$ cat config.mk
export PLATFORM = sky130hd
export DESIGN_NAME = crtc_lite_6845
export DESIGN_NICKNAME = d
export VERILOG_FILES = /design/src/rtl/crtc_pkg.sv /design/src/rtl/crtc_regfile.sv /design/src/rtl/crtc_lite_6845.sv
export SDC_FILE = /design/constraint.sdc
export NUM_CORES = 1
export LEC_CHECK = 0
export ABC_AREA = 1
export CORE_MARGIN = 4
export CORE_UTILIZATION = 40
export CTS_BUF_LIST = sky130_fd_sc_hd__clkbuf_16
export DETAILED_ROUTE_END_ITERATION = 6
export GPL_TIMING_DRIVEN = 0
export HOLD_SLACK_MARGIN = 0.1
export SETUP_SLACK_MARGIN = 0.3
export SYNTH_ARGS = -nofsm -noshare
export SYNTH_HDL_FRONTEND = slang
export SYNTH_HIERARCHICAL = 1
export SYNTH_SLANG_ARGS = --single-unit
$ cat constraint.sdc
create_clock -name CCLK -period 2.36 [get_ports CCLK]
set_input_delay 0.236 -clock CCLK [delete_from_list [all_inputs] [get_ports CCLK]]
set_output_delay 0.236 -clock CCLK [all_outputs]
set_load 0.01 [all_outputs]
$ cat src/rtl/crtc_pkg.sv
// Shared definitions for the CPC-style 6845 CRTC subset: register indices,
// reset values and the vertical state encoding.
package crtc_pkg;

  localparam logic [4:0] R0  = 5'd0;
  localparam logic [4:0] R1  = 5'd1;
  localparam logic [4:0] R2  = 5'd2;
  localparam logic [4:0] R3  = 5'd3;
  localparam logic [4:0] R4  = 5'd4;
  localparam logic [4:0] R5  = 5'd5;
  localparam logic [4:0] R6  = 5'd6;
  localparam logic [4:0] R7  = 5'd7;
  localparam logic [4:0] R8  = 5'd8;
  localparam logic [4:0] R9  = 5'd9;
  localparam logic [4:0] R10 = 5'd10;
  localparam logic [4:0] R11 = 5'd11;
  localparam logic [4:0] R12 = 5'd12;
  localparam logic [4:0] R13 = 5'd13;

  typedef enum logic {NORMAL = 1'b0, ADJUST = 1'b1} vstate_t;

  // R8, R10 and R11 accept writes but drive nothing in this subset, so they are not stored.
  typedef struct packed {
    logic [7:0] r0;
    logic [7:0] r1;
    logic [7:0] r2;
    logic [7:0] r3;
    logic [6:0] r4;
    logic [4:0] r5;
    logic [6:0] r6;
    logic [6:0] r7;
    logic [4:0] r9;
    logic [5:0] r12;
    logic [7:0] r13;
  } crtc_regs_t;

  localparam crtc_regs_t CPC_REGS = '{r0: 8'd63, r1: 8'd40, r2: 8'd46, r3: 8'h8E,
                                      r4: 7'd38, r5: 5'd0, r6: 7'd25, r7: 7'd30,
                                      r9: 5'd7, r12: 6'h30, r13: 8'h00};

  function automatic crtc_regs_t reset_regs(input bit cpc);
    crtc_regs_t v;
    if (cpc) v = CPC_REGS;
    else     v = '0;
    return v;
  endfunction

endpackage

$ cat src/rtl/crtc_regfile.sv
// Write-only CRTC register file: index latch, write decode and width-masked storage.
module crtc_regfile
  import crtc_pkg::*;
#(
  parameter bit CPC_DEFAULTS = 1'b1
) (
  input  logic       clk,
  input  logic       rst_n,
  input  logic       addr_wr,
  input  logic       data_wr,
  input  logic [7:0] din,
  output crtc_regs_t regs
);

  localparam crtc_regs_t RST_REGS = reset_regs(CPC_DEFAULTS);

  logic [4:0] index_r;
  crtc_regs_t regs_r;

  // Index latch and register writes; an address strobe wins over a data strobe.
  always_ff @(posedge clk or negedge rst_n) begin
    if (!rst_n) begin
      index_r <= 5'd0;
      regs_r  <= RST_REGS;
    end else if (addr_wr) begin
      index_r <= din[4:0];
    end else if (data_wr) begin
      case (index_r)
        R0:      regs_r.r0  <= din;
        R1:      regs_r.r1  <= din;
        R2:      regs_r.r2  <= din;
        R3:      regs_r.r3  <= din;
        R4:      regs_r.r4  <= din[6:0];
        R5:      regs_r.r5  <= din[4:0];
        R6:      regs_r.r6  <= din[6:0];
        R7:      regs_r.r7  <= din[6:0];
        R9:      regs_r.r9  <= din[4:0];
        R12:     regs_r.r12 <= din[5:0];
        R13:     regs_r.r13 <= din;
        default: regs_r     <= regs_r;
      endcase
    end
  end

  assign regs = regs_r;

endmodule

$ cat src/rtl/crtc_lite_6845.sv
// HD6845 type-0 CRTC subset: character/line counters, sync generators and the
// vertical normal/adjust sequencer producing MA/RA/DISPEN for the gate array.
module crtc_lite_6845
  import crtc_pkg::*;
#(
  parameter int MA_WIDTH     = 14,
  parameter int RA_WIDTH     = 5,
  parameter bit CPC_DEFAULTS = 1'b1
) (
  input  logic                CCLK,
  input  logic                PAD_RESET_n,
  input  logic                ADDR_WR,
  input  logic                DATA_WR,
  input  logic [7:0]          DIN,
  output logic                HSYNC,
  output logic                VSYNC,
  output logic                DISPEN,
  output logic [MA_WIDTH-1:0] MA,
  output logic [RA_WIDTH-1:0] RA
);

  localparam crtc_regs_t             RST_REGS = reset_regs(CPC_DEFAULTS);
  localparam logic [MA_WIDTH-1:0] RST_BASE = MA_WIDTH'({RST_REGS.r12, RST_REGS.r13});

  crtc_regs_t             regs_s;
  logic [7:0]             hcc_r;
  logic [6:0]             vcc_r;
  logic [4:0]             ra_r;
  logic [4:0]             adj_r;
  vstate_t                vstate_r;
  logic [MA_WIDTH-1:0]    row_base_r;
  logic [MA_WIDTH-1:0]    row_next_r;
  logic [3:0]             hs_cnt_r;
  logic [3:0]             vs_cnt_r;
  logic                   hsync_r;
  logic                   vsync_r;

  logic                   eol_s;
  logic [7:0]             hcc_next_s;
  logic                   row_end_s;
  logic                   frame_end_s;
  logic                   row_latch_s;
  logic                   vs_hit_s;
  logic [MA_WIDTH-1:0]    start_s;
  logic [MA_WIDTH-1:0]    row_next_s;

  crtc_regfile #(.CPC_DEFAULTS(CPC_DEFAULTS)) u_regs (
    .clk     (CCLK),
    .rst_n   (PAD_RESET_n),
    .addr_wr (ADDR_WR),
    .data_wr (DATA_WR),
    .din     (DIN),
    .regs    (regs_s)
  );

  assign eol_s       = (hcc_r == regs_s.r0);
  assign hcc_next_s  = eol_s ? 8'd0 : hcc_r + 8'd1;
  assign row_end_s   = (vstate_r == NORMAL) && (ra_r == regs_s.r9);
  assign frame_end_s = eol_s && ((row_end_s && (vcc_r == regs_s.r4) && (regs_s.r5 == 5'd0)) ||
                                 ((vstate_r == ADJUST) && (adj_r == regs_s.r5 - 5'd1)));
  assign row_latch_s = row_end_s && (hcc_r == regs_s.r1);
  assign start_s     = MA_WIDTH'({regs_s.r12, regs_s.r13});
  assign row_next_s  = row_latch_s ? row_base_r + MA_WIDTH'(regs_s.r1) : row_next_r;
  // VSYNC starts on the edge that lands on HCC=0, RA=0 with VCC==R7.
  assign vs_hit_s    = frame_end_s ? (regs_s.r7 == 7'd0)
                                   : (eol_s && row_end_s && (vcc_r + 7'd1 == regs_s.r7));

  // Character counter; an R0 below HCC lets it run through 255.
  always_ff @(posedge CCLK or negedge PAD_RESET_n) begin
    if (!PAD_RESET_n) hcc_r <= 8'd0;
    else              hcc_r <= hcc_next_s;
  end

  // Vertical sequencer: raster/row counters, adjust lines and the MA row base.
  always_ff @(posedge CCLK or negedge PAD_RESET_n) begin
    if (!PAD_RESET_n) begin
      vstate_r   <= NORMAL;
      vcc_r      <= 7'd0;
      ra_r       <= 5'd0;
      adj_r      <= 5'd0;
      row_base_r <= RST_BASE;
      row_next_r <= RST_BASE;
    end else begin
      if (row_latch_s) row_next_r <= row_next_s;
      if (eol_s) begin
        row_base_r <= row_next_s;
        if (frame_end_s) begin
          vstate_r   <= NORMAL;
          vcc_r      <= 7'd0;
          ra_r       <= 5'd0;
          adj_r      <= 5'd0;
          row_base_r <= start_s;
          row_next_r <= start_s;
        end else begin
          case (vstate_r)
            NORMAL: begin
              if (ra_r != regs_s.r9) begin
                ra_r <= ra_r + 5'd1;
              end else begin
                ra_r  <= 5'd0;
                vcc_r <= vcc_r + 7'd1;
                if (vcc_r == regs_s.r4) begin
                  adj_r    <= 5'd0;
                  vstate_r <= ADJUST;
                end
              end
            end
            ADJUST: begin
              ra_r  <= ra_r + 5'd1;
              adj_r <= adj_r + 5'd1;
            end
            default: vstate_r <= NORMAL;
          endcase
        end
      end
    end
  end

  // Horizontal sync: loaded from R3[3:0], counted down per character, no retrigger.
  always_ff @(posedge CCLK or negedge PAD_RESET_n) begin
    if (!PAD_RESET_n) begin
      hsync_r  <= 1'b0;
      hs_cnt_r <= 4'd0;
    end else if (hsync_r) begin
      if (hs_cnt_r == 4'd1) hsync_r <= 1'b0;
      hs_cnt_r <= hs_cnt_r - 4'd1;
    end else if ((hcc_next_s == regs_s.r2) && (regs_s.r3[3:0] != 4'd0)) begin
      hsync_r  <= 1'b1;
      hs_cnt_r <= regs_s.r3[3:0];
    end
  end

  // Vertical sync: loaded from R3[7:4] (0 acts as 16), counted down per line.
  always_ff @(posedge CCLK or negedge PAD_RESET_n) begin
    if (!PAD_RESET_n) begin
      vsync_r  <= 1'b0;
      vs_cnt_r <= 4'd0;
    end else if (vsync_r) begin
      if (eol_s) begin
        if (vs_cnt_r == 4'd1) vsync_r <= 1'b0;
        vs_cnt_r <= vs_cnt_r - 4'd1;
      end
    end else if (vs_hit_s) begin
      vsync_r  <= 1'b1;
      vs_cnt_r <= regs_s.r3[7:4];
    end
  end

  assign HSYNC  = hsync_r;
  assign VSYNC  = vsync_r;
  assign DISPEN = (hcc_r < regs_s.r1) && (vcc_r < regs_s.r6) && (vstate_r == NORMAL);
  assign MA     = row_base_r + MA_WIDTH'(hcc_r);
  assign RA     = RA_WIDTH'(ra_r);

endmodule

Word level (Yosys, flattened, before mapping)
Cells that the tools add are included.

Flip-flop bits (word level): 146. Input port bits: 12. Output and inout port bits: 22. Word-level logic and storage cells: 126.

Add/sub/neg operators: 9. Magnitude comparators: 2. Equal/unequal tests: 25. Mux-type cells: 33. Bitwise operators: 2. Reductions and logical operators: 32.

Operator list (count): $mux 14 (5); $reduce_and 3->1 (13); $add 14x8->14 (2); $mux 5 (5); $eq 8x8->1 (3); $mux 7 (3); $eq 5x3->1 const B (4); $mux 4 (5); $pmux 5 s2 (2); $eq 5x4->1 const B (3); $eq 7x7->1 (2); $mux 1 (12); $logic_and 1x1->1 (11); $add 5x1->5 const B (2); $eq 5x2->1 const B (2); $eq 5x5->1 (2); $logic_not 5->1 (2); $add 8x1->8 const B (1); $eq 4x1->1 const B (2); $lt 8x8->1 (1); $mux 8 (1); $sub 4x1->4 const B (2); $add 7x1->7 const B (1); $logic_not 7->1 (1); other kinds (13) (16).

Depth between registers and ports, before layout
Gate-level depths: netlist of run 1.

Word-level depth: 9. Gate-level depth with buffers: 16. Mapped depth without buffers: 16.

Cells and area by module
Netlist of run 1, hierarchy kept.

Modules (own cells, without submodules): crtc_lite_6845 (times used 1, cells an instance 729, area an instance 5159.9 sq um, sequential area each 1606.5 sq um); crtc_regfile (times used 1, cells an instance 380, area an instance 3490.8 sq um, sequential area each 2090.8 sq um).

Least setup slack after synthesis of run 1
OpenSTA, ideal clock, no wires.

Path type: register to output. From: register hcc_r[0]. To: output port MA[10]. Data arrival time: 2.023 ns. Data required time: 2.124 ns. Setup slack: 0.101 ns. Stages on the path, launching flop included: 16. Buffers on the path: 0. Path through: dfrtp_1 ha_1 inv_1 fa_1 inv_1 nand3_1 and2_1 nor2_1 o21ai_0 nand2_1 nand2_1 nand2_1 nand2_1 nand2_1 nand2_1 xnor2_1.

Cells in the longest elaborated chain, start to end: 1.

Ends and longest elaborated chain: from (decl) (line crtc_lite_6845.sv:26) `logic [7:0] hcc_r;`; from (signal assigned) (line crtc_lite_6845.sv:71) `else hcc_r <= hcc_next_s;`; $add 14x8->14 (line crtc_lite_6845.sv:152) `assign MA = row_base_r + MA_WIDTH'(hcc_r);`; to (decl) (line crtc_lite_6845.sv:18) `output logic [MA_WIDTH-1:0] MA,`.

No other way between the ends.

Worst setup path in the final report of run 1
From: register row_base_r[0]. To: output port MA[12].

Cells in the longest elaborated chain, start to end: 1.

Ends and longest elaborated chain: from (decl) (line crtc_lite_6845.sv:31) `logic [MA_WIDTH-1:0] row_base_r;`; from (signal assigned) (line crtc_lite_6845.sv:86) `row_base_r <= row_next_s;`; from (signal assigned) (line crtc_lite_6845.sv:92) `row_base_r <= start_s;`; $add 14x8->14 (line crtc_lite_6845.sv:152).

No other way between the ends.

==> results of run 1 <==
Yosys cell counts (3+ instances only):
cell type,n
nor2_2,5
o22ai_1,5
o21ai_1,6
buf_2,12
nand3_1,116
nand4_1,9
nor2_1,44
xnor2_1,22
nand3b_1,4
dfstp_2,35
a21oi_1,24
xor2_1,31
ha_1,39
nor2_4,9
nand2_1,391
nand2_2,27
clkbuf_1,9
dfrtp_1,111
nor3_1,8
nand2_4,6
inv_1,99
nor4_1,3
a31oi_1,4
o21ai_0,44
o211ai_1,4
o21a_1,3
inv_2,9
buf_6,4
final cells by class:
type                            instances  area [um2]
Buffer                                 27         208
Clock buffer                           17         425
Clock inverter                         15         205
Fill cell                            1985       10100
Inverter                              111         450
Multi-Input combinational cell        826        4960
Sequential cell                       146        3710
Tap cell                              275         344
Timing Repair Buffer                   90         798
layout by cell type, fill, tap and decap left out, drive strengths merged, types with 5 or more instances in the layout:
cell type and n:
dfrtp 111, buf 90, dfstp 35, nand2 425, a21oi 25, nor2 60, ha 39, nand3 118
inv 111, o21ai 52, xor2 31, clkinv 9, clkdlybuf4s50 16, nand4 9, o22ai 5, xnor2 22
nor3 9, clkbuf 27
cell families after synthesis:
logic type,Yosys count
AO/OA/AOI/OAI,98
XOR/XNOR,53
adder cells (fa/ha/maj),41
buffers and inverters,138
flip-flops,146
AND/OR/NAND/NOR,633
worst max-delay path, cell delays in order (launching register included):
cell     delay, ps
dfrtp_1        370
ha_2           200
inv_2           40
fa_2           350
inv_2           60
nand3_2         50
and2_4         150
nor2_4          70
o21ai_2         60
nand2_2         70
nand2_1         50
nand2_1         60
nand2_1         60
nand2_2         90
nand2_2         70
xor2_2         140
buf_2          130
layer usage:
layer  global-route usage  vias to the layer above
met5                    0                        -
met4               0.0597                        0
met3               0.0320                       34
met2                0.340                      143
met1                0.274                     3568
li1                     -                     3783
report_power, final:
part           switching, mW  internal, mW  total (mW)
combinational           3.17          2.71        5.88
clock                   1.14          1.78        2.92
sequential             0.683          3.32        4.00
stage by stage:
stage / power [mW] / setup WS, ps / TNS, ps / util / instance area (um2)
2_1_floorplan: 7.00 / 196 / 0 / - / 8680
3_3_place_gp: 8.49 / -5130 / -682160 / 0.441 / 9330
3_5_place_dp: 8.57 / -508 / -3040 / 0.443 / 9360
4_1_cts: 12.3 / -458 / -2200 / 0.509 / 10800
5_1_grt: 13.8 / -492 / -3650 / 0.525 / 11100
6_report: 12.8 / -352 / -1760 / 0.525 / 11100
registers in the layout, summed over array words and instances, names as in the netlist:
register / count
VSYNC: 1
vcc_r: 7
u_regs/regs: 77
row_next_r: 14
hcc_r: 8
u_regs/index_r: 5
row_base_r: 14
hs_cnt_r: 4
RA: 5
vs_cnt_r: 4
HSYNC: 1
vstate_r: 1
adj_r: 5
how the worst min path moves through the flow:
stage,startpoint,end,cells after the start
6_report,DIN[6],u_regs/regs[67],3
2_1_floorplan,PAD_RESET_n,HSYNC,0
5_1_grt,DIN[6],u_regs/regs[75],3
4_1_cts,DIN[6],u_regs/regs[59],3
3_3_place_gp,u_regs/regs[29],u_regs/regs[29],2
3_5_place_dp,PAD_RESET_n,u_regs/regs[18],1
repair_timing:
action	in CTS	in global routing
pin swaps	66	18
endpoints found under the hold margin	42	0
cloned	3	0
gates resized for setup	181	57
hold buffers	1	0
setup endpoints to repair	56	69
buffers inserted	40	15
==> qor.yml, run 1 <==
synth:
  synth_top_area_frac: 0.321
  ys_ff_latch: 146
  syn_area_per_cell_um2: 7.80
  yosysWarnings: 6
  synth_ff_type: "dfrtp_1"
  synth_top_family_by_area: "simple AND/OR/NAND/NOR gates"
  synth_nets: 1162
  yosysUniqueCellTypes: 46
  synth-edff-count: 0
  syn_inst: 1109
  synth_simple_gate_area_frac: 0.328
  netlist_area_mm2: 0.00865
  ys_async_sr_fraction: 1.00
  ys_top_cells_by_area: "dfrtp_1 32%, nand2_1 17%, dfstp_2 11%, nand3_1 6.7%, ha_1 5.6%"
  synth.area.mux_share: 0
  synth_top_area_cell: "dfrtp_1"
  synth-xor-area-share: 0.0537
  seq_area_frac_synth: 0.427
  synth_compound_area_frac: 0.0629
  synthAdderAreaFrac: 0.0610
die:
  die_h_um: 155
  start_util: 0.409
  num_rows: 53
  dieArea_mm2: 0.0240
  dieWidth_um: 155
  core_mm2: 0.0212
  io_pins: 34
global_routing:
  antenna_found_initial: 0
  grt_pass1_wl_um: 38700
  grt_max_degree: 88
  overflow: 0
  grt_pass1_vias: 7367
  grtUsageTotal: 0.204
setup_path:
  path_max_fanout: 3
  cp-end-kind: "primary output"
  rr_startpoint: "hcc_r[6]"
  regToRegSetupSlack_ps: 80
  endpoint: "MA[12]"
  rr_endpoint: "row_next_r[9]"
  critPathKind: "reg -> out"
  required_ps: 2120
  r2r_cells: 12
  startpoint: "row_base_r[0]"
  cp-start-kind: "register"
  arrival_ps: 2480
layout:
  syn2layout_area_growth_pct: 28.3
  antenna_cells: 0
  nets: 1272
  drive_gt1_frac: 0.268
  fin_cells: 1507
drt:
  top_layer_used: "met4"
  drtIter0Drc: 481
  drc: 0
  drt-wirelength-per-cell_um: 15.7
  wl_met2_um: 11500
  met1_length_um: 10800
  drtAntennaViolNets: 0
  dr.pass1.iters: 5
  routed_wl_um: 23700
  vias_per_cell: 5.00
  wl_met3_um: 976
  vias: 7528
placement:
  hpwl_um: 16000
  portBuffers: 31
  place_inst: 1416
  place_congestion: 0.852
clock_tree:
  cts_buffers: 17
  clkSlewWorstSetupHoldPaths_ps: 60
  clock-root-buffer: "clkbuf_16"
  cts_num_sinks: 146
  clkLatencyLatePin_ps: 430
  clockBufferDepth: 2
  htreeDepth: 4
  cts_tree: "done"
job:
  max-cap-violations: 0
status:
  status: "finished, violations left"
  failed_checks: "setup timing"
sta:
  drv_slew: 0
  rsz0062_at_grt: "yes"
  setup_viol: 9
  fin_ws_ps: -352
  slew_headroom: 0.415
  hold_slack_ps: 231
  fin_skew_ps: 8.79
  finalCritPeriodShare: 1.15
  fmax_mhz: 369
  period_needed_ps: 2710
  finalHoldViolations: 0
  worst_pin_slew_ps: 877
hold_path:
  hold_path.class: "in -> reg"
power:
  ir_drop_v: 0.000592
  power_density_mw_per_mm2: 1150
  p_leak_nw: 5.43
No activity file was read; power rests on OpenSTA's default activity.
==> inputs of run 2 (changes only) <==
Settings changed: ABC_AREA 1 to unset.
==> run 2 against run 1 <==
The run still ends with setup timing left. Cell area grew 2.4%. First-iteration DRC count is 44% lower. Sequential cell count stayed put. Synthesized cell count shrank 33%. Combinational power fell by 4.3%. Register-to-register slack worse by 660 ps. Power is 2.5% lower. Hold slack worse by 100 ps. Worst setup slack got worse by 230 ps. Core utilization rose by 3.9 points. Sequential share of layout area shrank 0.77 points. Clock skew about the same. Critical path type is now reg -> reg.
==> qor.yml, run 2 <==
status:
  status: "finished, violations left"  # unchanged
  failed_checks: "setup timing"  # unchanged
synth:
  synth_top_area_frac: 0.340  # was 0.321
  seq_area_frac_synth: 0.452  # was 0.427
  yosysWarnings: 6  # unchanged
  yosysMostFrequentCell: "dfrtp_1"  # was nand2_1
  netlist_area_mm2: 0.00817  # was 0.00865 mm2
  synth_ff_type: "dfrtp_1"  # unchanged
  ys_async_sr_fraction: 1.00  # unchanged
  syn_inst: 744  # was 1109
  syn_area_per_cell_um2: 11.0  # was 7.80 um2
  synth-edff-count: 0  # unchanged
  ys_ff_latch: 146  # unchanged
  synth_nets: 797  # was 1162
  synth_top_area_cell: "dfrtp_1"  # unchanged
  ys_top_cells_by_area: "dfrtp_1 34%, mux2_2 12%, dfstp_2 11%, ha_1 6.0%, xor2_1 4.5%"  # was dfrtp_1 32%, nand2_1 17%, dfstp_2 11%, nand3_1 6.7%, ha_1 5.6%
  ys_top_cells_by_count: "111 x dfrtp_1, 89 x mux2_2, 51 x nand2_1"  # was 391 x nand2_1, 116 x nand3_1, 111 x dfrtp_1
  yosysUniqueCellTypes: 76  # was 46
drt:
  drtIter0Drc: 268  # was 481
  vias_per_cell: 5.37  # was 5.00
  drt-wirelength-per-cell_um: 19.2  # was 15.7 um
  drtAntennaViolNets: 0  # unchanged
  dr.pass1.iters: 5  # unchanged
  routed_wl_um: 22400  # was 23700 um
  drc: 0  # unchanged
  vias: 6288  # was 7528
power:
  p_leak_nw: 5.04  # was 5.43 nW
  internal_power_mw: 8.00  # was 7.81 mW
  p_switching_mw: 4.48  # was 4.99 mW
  fin_total_pwr_mw: 12.5  # was 12.8 mW
  power_density_mw_per_mm2: 1100  # was 1150 mW/mm2
  combPwrFrac: 0.451  # was 0.459
  p_seq_frac: 0.326  # was 0.312
  ir_drop_v: 0.000447  # was 0.000592 V
  p_clk_frac: 0.223  # was 0.228
  sw_frac_of_total: 0.359  # was 0.390
global_routing:
  grt_max_degree: 91  # was 88
  grtUsageTotal: 0.196  # was 0.204
  grt_pass1_vias: 6115  # was 7367
  antenna_found_initial: 0  # unchanged
  overflow: 0  # unchanged
  grt_pass1_wl_um: 34300  # was 38700 um
die:
  dieArea_mm2: 0.0228  # was 0.0240 mm2
  io_pins: 34  # unchanged
  die_h_um: 151  # was 155 um
  dieWidth_um: 151  # was 155 um
  start_util: 0.405  # was 0.409
  core_mm2: 0.0202  # was 0.0212 mm2
  num_rows: 52  # was 53
setup_path:
  critPathKind: "reg -> reg"  # was reg -> out
  cp-start-kind: "register"  # unchanged
  path_max_fanout: 3  # unchanged
  arrival_ps: 3250  # was 2480 ps
  required_ps: 2670  # was 2120 ps
  cp-end-kind: "register"  # was primary output
job:
  max-cap-violations: 0  # unchanged
sta:
  fin_skew_ps: 8.76  # was 8.79 ps
  slew_headroom: 0.360  # was 0.415
  setup_viol: 67  # was 9
  drv_slew: 0  # unchanged
  hold_slack_ps: 130  # was 231 ps
  finalHoldViolations: 0  # unchanged
  finalCritPeriodShare: 1.25  # was 1.15
  fin_ws_ps: -584  # was -352 ps
  period_needed_ps: 2940  # was 2710 ps
  rsz0062_at_grt: "yes"  # unchanged
  worst_pin_slew_ps: 960  # was 877 ps
  fmax_mhz: 340  # was 369 MHz
clock_tree:
  clockBufferDepth: 2  # unchanged
  clock-root-buffer: "clkbuf_16"  # unchanged
  cts_buffers: 17  # unchanged
  htreeDepth: 4  # unchanged
  cts_num_sinks: 146  # unchanged
  clkLatencyLatePin_ps: 420  # was 430 ps
  clkSlewWorstSetupHoldPaths_ps: 60  # about the same
  cts_tree: "done"  # unchanged
placement:
  dpl_cell_area_mm2: 0.00902  # was 0.00936 mm2
  portBuffers: 32  # was 31
  place_congestion: 0.792  # was 0.852
  hpwl_um: 13900  # was 16000 um
layout:
  nets: 940  # was 1272
  design_area_mm2: 0.0114  # was 0.0111 mm2
  final_cell_mix: "100 x dfrtp_1, 82 x mux2_2, 49 x buf_6"  # was 360 x nand2_1, 108 x nand3_1, 101 x dfrtp_1
  fin_util: 0.564  # was 0.525
  antenna_cells: 0  # unchanged
  drive_gt1_frac: 0.477  # was 0.268
  final_common_cell: "dfrtp_1"  # was nand2_1
  syn2layout_area_growth_pct: 39.1  # was 28.3%
  largest_register_ff_count: 77  # unchanged
hold_path:
  hold_path.class: "in -> reg"  # unchanged
## run 2: cell types whose count changed in the layout (fill, tap and decap cells not counted), sizes merged, moves of 12 or more
cell	delta
xor2	+12
buf	+27
nor2	-20
nand3	-89
mux2	+90
mux2i	+13
nand2	-373
inv	-78
## run 2: area by class of cell
type	count	area (um2)
Tap cell	270	338
Timing Repair Buffer	124	1230
Clock inverter	15	171
Multi-Input combinational cell	538	5040
Buffer	27	329
Inverter	33	124
Sequential cell	146	3710
Fill cell	1684	8800
Clock buffer	17	425
## run 2: timing repair
action,4_1_cts,5_1_grt
endpoints found under the hold margin,42,0
setup buffers,59,27
pin swaps,59,56
gates cloned,2,2
gates resized for setup,207,119
hold buffers,1,0
setup endpoints to repair,74,73
## run 2: critical path, cell delays in order (launching register included)
cell and delay [ps]:
dfrtp_2 450, buf_6 150, ha_4 160, fa_2 360, a21o_1 220, a21oi_2 170
o21bai_1 120, a2111o_1 480, nand2_1 100, xnor2_1 60, mux2_4 280, a221o_1 290
## run 2: path summary, 6_finish.rpt
path | startpoint | endpoint | slack (ps) | depth (start not counted)
max | row_base_r[0] | row_base_r[8] | -580 | 11
max in group asynchronous | PAD_RESET_n | hcc_r[0] | 1160 | 3
min | ADDR_WR | u_regs/index_r[0] | 130 | 2
max reg2reg | row_base_r[0] | row_base_r[8] | -580 | 11
min reg2reg | u_regs/regs[13] | row_next_r[13] | 500 | 2
min in group asynchronous | PAD_RESET_n | u_regs/regs[35] | 340 | 2
## run 2: through the flow
stage	setup TNS, ps	worst slack [ps]	instances
6_report	-20680	-584	1170
5_1_grt	-27370	-691	1170
3_5_place_dp	-19370	-682	1047
3_3_place_gp	-680770	-5560	1046
4_1_cts	-11510	-640	1141
2_1_floorplan	-257	-127	744
## run 2: routing by layer
layer  up-vias  part of all wire  global-route usage
met5         -                 0                   0
met4         0             0.020              0.0562
met3        25             0.031              0.0302
met2       112              0.51               0.328
met1      3201              0.44               0.266
li1       2950                 -                   -
## run 2: power by group through the flow
stage               Clock [mW]  Combinational (mW)  Sequential, mW
floorplan                    0                2.95            3.82
global placement             0                4.07            4.01
detailed placement           0                4.12            4.03
CTS                       2.83                4.87            4.00
global route              2.93                6.16            4.16
finish                    2.79                5.63            4.07
## run 2: cell families (layout without fill, tap and decap cells)
group,count (synthesis),in the layout,share of synthesized area
AO/OA/AOI/OAI,132,132,0.102
XOR/XNOR,73,73,0.0808
adder cells (fa/ha/maj),41,41,0.0646
buffers and inverters,60,216,0.0331
flip-flops,146,146,0.452
multiplexers,103,103,0.140
AND/OR/NAND/NOR,189,189,0.127
